--- config.mk ---
export PLATFORM = sky130hd
export DESIGN_NAME = instr_memory_loadable
export DESIGN_NICKNAME = d
export VERILOG_FILES = /design/src/rtl/instr_memory_loadable.sv
export SDC_FILE = /design/constraint.sdc
export NUM_CORES = 2
export LEC_CHECK = 0
export CAP_MARGIN = 20
export CORE_ASPECT_RATIO = 0.75
export CORE_MARGIN = 5
export CORE_UTILIZATION = 27
export CTS_CLUSTER_SIZE = 8
export DETAILED_ROUTE_END_ITERATION = 8
export PLACE_DENSITY_LB_ADDON = 0.1
export SLEW_MARGIN = 20
export SYNTH_ARGS = -nofsm -noshare
export SYNTH_HDL_FRONTEND = slang
export SYNTH_SLANG_ARGS = --single-unit
export TNS_END_PERCENT = 20
--- constraint.sdc ---
create_clock -name clk -period 3.1 [get_ports clk]
set_input_delay 0.31 -clock clk [delete_from_list [all_inputs] [get_ports clk]]
set_output_delay 0.31 -clock clk [all_outputs]
set_load 0.03 [all_outputs]
--- src/rtl/instr_memory_loadable.sv ---
`default_nettype none
// ============================================================================
// instr_memory_loadable : run-time loadable LC2K instruction memory, 1-cycle fetch
// Revision 1.0
// ============================================================================
module instr_memory_loadable #(
    parameter int               WIDTH     = 32,
    parameter int               DEPTH     = 64,
    parameter int               ADDR_W    = 6,
    parameter logic [WIDTH-1:0] HALT_WORD = 32'd25165824
) (
    input  logic              clk,
    input  logic              rst_n,
    input  logic              load_start,
    input  logic              load_valid,
    input  logic [WIDTH-1:0]  load_data,
    input  logic              load_last,
    output logic              load_ready,
    output logic              load_done,
    input  logic              fetch_req,
    input  logic [31:0]       fetch_addr,
    output logic              fetch_valid,
    output logic [WIDTH-1:0]  fetch_instr,
    output logic              fetch_err,
    output logic [ADDR_W:0]   prog_len,
    output logic              busy
);

    typedef enum logic [1:0] {
        ST_IDLE = 2'd0,
        ST_LOAD = 2'd1,
        ST_RUN  = 2'd2
    } state_t;

    localparam logic [ADDR_W:0] c_one   = (ADDR_W+1)'(1);
    localparam logic [ADDR_W:0] c_depth = (ADDR_W+1)'(DEPTH);

    state_t             state_q, state_d;
    logic [ADDR_W:0]    wr_ptr_q, wr_ptr_d;
    logic [ADDR_W:0]    prog_len_q, prog_len_d;
    logic               load_done_q, load_done_d;
    logic               fetch_valid_q, fetch_valid_d;
    logic [WIDTH-1:0]   fetch_instr_q, fetch_instr_d;
    logic               fetch_err_q, fetch_err_d;
    logic [WIDTH-1:0]   mem_q [DEPTH];

    logic               w_accept;
    logic               w_fetch_hit;
    logic [ADDR_W:0]    w_ptr_inc;

    assign load_ready  = (state_q == ST_LOAD) && (wr_ptr_q < c_depth);
    assign w_accept    = load_ready && load_valid && !load_start;
    assign w_ptr_inc   = wr_ptr_q + c_one;
    // Full-width compare: a PC past 2^ADDR_W must not alias into the program.
    assign w_fetch_hit = fetch_addr < 32'(prog_len_q);

    always_comb begin
        state_d       = state_q;
        wr_ptr_d      = wr_ptr_q;
        prog_len_d    = prog_len_q;
        load_done_d   = 1'b0;
        fetch_valid_d = 1'b0;
        fetch_instr_d = fetch_instr_q;
        fetch_err_d   = fetch_err_q;
        if (load_start) begin
            state_d    = ST_LOAD;
            wr_ptr_d   = '0;
            prog_len_d = '0;
        end else begin
            case (state_q)
                ST_LOAD: begin
                    if (w_accept) begin
                        wr_ptr_d = w_ptr_inc;
                        if (load_last || (w_ptr_inc == c_depth)) begin
                            state_d     = ST_RUN;
                            prog_len_d  = w_ptr_inc;
                            load_done_d = 1'b1;
                        end
                    end
                end
                ST_RUN: begin
                    if (fetch_req) begin
                        fetch_valid_d = 1'b1;
                        if (w_fetch_hit) begin
                            fetch_instr_d = mem_q[fetch_addr[ADDR_W-1:0]];
                            fetch_err_d   = 1'b0;
                        end else begin
                            fetch_instr_d = HALT_WORD;
                            fetch_err_d   = 1'b1;
                        end
                    end
                end
                default: ;
            endcase
        end
    end

    always_ff @(posedge clk or negedge rst_n) begin
        if (!rst_n) begin
            state_q       <= ST_IDLE;
            wr_ptr_q      <= '0;
            prog_len_q    <= '0;
            load_done_q   <= 1'b0;
            fetch_valid_q <= 1'b0;
            fetch_instr_q <= '0;
            fetch_err_q   <= 1'b0;
        end else begin
            state_q       <= state_d;
            wr_ptr_q      <= wr_ptr_d;
            prog_len_q    <= prog_len_d;
            load_done_q   <= load_done_d;
            fetch_valid_q <= fetch_valid_d;
            fetch_instr_q <= fetch_instr_d;
            fetch_err_q   <= fetch_err_d;
        end
    end

    // Storage is deliberately not reset; prog_len gates every read.
    always_ff @(posedge clk) begin
        if (w_accept) begin
            mem_q[wr_ptr_q[ADDR_W-1:0]] <= load_data;
        end
    end

    assign load_done   = load_done_q;
    assign fetch_valid = fetch_valid_q;
    assign fetch_instr = fetch_instr_q;
    assign fetch_err   = fetch_err_q;
    assign prog_len    = prog_len_q;
    assign busy        = (state_q != ST_RUN);

endmodule
`default_nettype wire

==> results_dict.tcl <==
set metrics [dict create \
    finalMaxSlewViolations 0 \
    overflow 0 \
    reg2reg_from "wr_ptr_q[6]" \
    syn-num-nets 4063 \
    coreArea_um2 299000 \
    grt_pass1_wl_um 382000 \
    drt_wl_total_um 283000 \
    path_buf_inv 2 \
    synth.cell_area_um2 81100 \
    synth_compound_gate_area_share_pct 4.21 \
    synth-xor-area-share_pct 0.0648 \
    multi_input_area_um2 17600 \
    setup_viol 0 \
    power_leakage_nw 32.4 \
    startpoint "fetch_instr[0]" \
    synth_warnings 0 \
    final_hold_viol_count 0 \
    cts_setup_buffers 0 \
    path_class "reg2out" \
    p_switching_mw 14.1 \
    cts_max_level 5 \
    wl_per_cell_um 32.4 \
    die_w_um 643 \
    peakVddDrop_uv 373 \
    clockPowerShare_pct 46.7 \
    rows 174 \
    area_growth_pct 22.8 \
    worstSkewPairLatency_ps 860 \
    avgSynthCellArea_um2 20.4 \
    synth-edff-count 2048 \
    intPower_mw 50.8 \
    dpl_cell_area_um2 91000 \
    worstPathCellList "buf_4 > clkdlybuf4s50_1" \
    synthFlopType "edfxtp_1" \
    p_comb_share_pct 5.0 \
    critical_path.slowest_cell "clkdlybuf4s50_1" \
    via_per_inst 4.92 \
    rr_endpoint "mem_q[26][1]" \
    cts_tree "yes" \
    startpoint_type "flip-flop" \
    cp-end-kind "output port" \
    worstPathArrival_ps 2420 \
    powerDensity_nw_per_um2 651 \
    ios 114 \
    grtUsageTotal_pct 17.7 \
    dr.pass1.iters 5 \
    max_slew_margin_pct 30.5 \
    rr_worst_depth 8 \
    grt_setup_unrepaired "no" \
    cpLargestDelayFamily "buffers and inverters" \
    critPathCapture "fetch_instr[0]" \
    cts-root-buf "clkbuf_16" \
    drc 0 \
    synth_cell_types 71 \
    status "finished, final reports clean" \
    crit_fanout 4 \
    period_share_pct 87.9 \
    worstSetupPathDepth 2 \
    cts.sinks 2099 \
    max_freq_mhz 367 \
    maxCapViolCount 0 \
    fin_crit_ps 2730 \
    nNetsFinal 4693 \
    hp-class "in2reg" \
    required_ps 2790 \
    port_buffers 113 \
    netSwitchingFraction_pct 21.7 \
    muxShareOfSynthArea_pct 14.2 \
    drive_above_1_share_pct 25.6 \
    synthSimpleGateAreaFrac_pct 2.47 \
    start_util_pct 27.1 \
    register_area_um2 62800 \
    fill_cells 28200 \
    tns_ps 0 \
    synth_top_family_by_area "multiplexers" \
    dp_slack_ps 111 \
    post_cts_resized 0 \
    finClkSkew_ps 41.2 \
    drtIter0Drc 3870 \
    num_vias 42900 \
    synth-async-reset-ratio_pct 2.43 \
    max-clock-path-buffers 4 \
    r2r_slack_ps 400 \
    ant_nets 0 \
    grt_pass1_vias 43500 \
    synth-adder-area-share_pct 0.108 \
    fin_ws_ps 374 \
    p_seq_share_pct 48.3 \
    post-dp-hpwl_um 177000 \
    ys_seq_area_share_pct 77.4 \
    cts_made_buffers 304 \
    ys_seq_elements 2099 \
    slowest_delay_ps 700 \
    gp_congestion 0.736 \
    syn_inst 3986 \
    antenna_found_initial 18 \
    grt_max_degree 65 \
    final_area_um2 99600 \
    max_slew.worst_pin.slew_ps 1040 \
    clk_pin_slew_ps 50 \
    die_h_um 485 \
    floorplan.die_area_um2 312000 \
]
[sequential cells by signal, indices dropped and copies added, names as in the netlist]
| name | count |
|---|---|
| state_q | 2 |
| load_done | 1 |
| wr_ptr_q | 7 |
| mem_q | 2048 |
| fetch_err | 1 |
| prog_len | 7 |
| fetch_instr | 32 |
| fetch_valid | 1 |
[cell usage after synthesis (all sizes together), types with 6 or more instances]
cell type | count | area (um2)
nor2 | 117 | 444
edfxtp | 2048 | 61500
a22oi | 184 | 1380
nor2b | 17 | 106
a22o | 25 | 219
ha | 7 | 87.6
a311oi | 6 | 52.6
a31oi | 10 | 62.6
o21ai | 41 | 205
nand3b | 6 | 45.0
a21oi | 66 | 334
mux2 | 6 | 67.6
o31ai | 7 | 52.6
dfrtp | 51 | 1280
nand4 | 21 | 146
buf | 165 | 1000
a211oi | 13 | 97.6
nand2b | 9 | 63.8
nor4 | 8 | 50.1
nand3 | 55 | 280
nand2 | 114 | 430
and2 | 16 | 100
a221oi | 47 | 412
o211ai | 8 | 60.1
inv | 15 | 56.3
mux2i | 411 | 4110
or3 | 14 | 87.6
a2bb2oi | 9 | 78.8
clkbuf | 59 | 221
nor3 | 23 | 126
o22ai | 27 | 169
mux4 | 325 | 7320
a41oi | 7 | 61.3
[what timing repair did]
action | in CTS | in global routing
hold buffers | 15 | 0
hold endpoints to repair | 347 | 0
setup endpoints to repair | 0 | 0
[worst min path at each step]
stage / end / start / cells after the start / slack (ps)
final: mem_q[40][18] / load_data[18] / 1 / 30
after global routing: mem_q[44][18] / load_data[18] / 1 / 20
after CTS: fetch_valid / rst_n / 2 / 20
after detailed placement: fetch_valid / rst_n / 1 / 410
after global placement: load_done / rst_n / 1 / 420
after floorplan: fetch_err / rst_n / 0 / 10
[final cells by class]
type / count / share of cell area (%)
clock inverters: 12 / 0.133
flip-flops and latches: 2099 / 63.0
multi-input cells: 1646 / 17.7
clock buffers: 419 / 8.33
well taps: 3960 / 4.97
repair buffers: 548 / 5.77
diodes: 7 / 0.0176
inverters: 17 / 0.0766
[stage by stage]
step	utilization, %	instances	hold WS (ps)	power [mW]
4_1_cts	33.3	8701	21.0	65.8
5_1_grt	33.3	8702	18.9	67.1
3_5_place_dp	30.4	8255	409	35.2
6_report	33.3	8708	25.0	64.8
3_3_place_gp	30.4	8255	424	35.2
2_1_floorplan	-	3986	14.4	33.3
[routing by layer]
metal	vias to the layer above	GRT usage, %	part of all wire (%)
li1	17900	-	-
met1	23300	26.9	49
met3	323	3.35	6.1
met5	-	0	0
met4	0	3.60	1.8
met2	1341	26.2	43
[cells in the final DEF, fill, tap and decap left out, types with 13 or more instances in the layout]
cell type        instances
nor2_1                  49
clkbuf_1               103
a21oi_1                 65
nand4_1                 20
or3_1                   14
buf_4                  307
nand3_1                 54
dfrtp_1                 51
o21ai_0                 41
buf_2                   32
a22oi_1                184
nand2_1                113
nor2_4                  66
a221oi_1                47
mux2i_1                411
a22o_1                  25
and2_1                  15
clkbuf_16              316
o22ai_1                 27
edfxtp_1              2048
nor3_1                  19
a211oi_1                13
mux4_2                 325
clkdlybuf4s50_1         74
buf_12                 117
dlygate4sd3_1           15
[power groups by stage]
stage,clock [mW],combinational (mW),sequential [mW]
after floorplan,0,1.48,31.8
after global placement,0,3.31,31.9
after detailed placement,0,3.31,31.9
after CTS,31.1,3.34,31.3
after global routing,32.4,3.46,31.3
final,30.3,3.25,31.3
[cell families (layout without fill, tap and decap cells)]
logic type | Yosys count | count (layout)
flops | 2099 | 2099
compound gates | 477 | 477
other cells | 0 | 7
mux | 742 | 742
xor+xnor | 6 | 6
fa+ha+maj | 7 | 7
simple gates | 414 | 414
buf+inv | 241 | 996
Note: power is estimated with default switching activity, not from simulation.
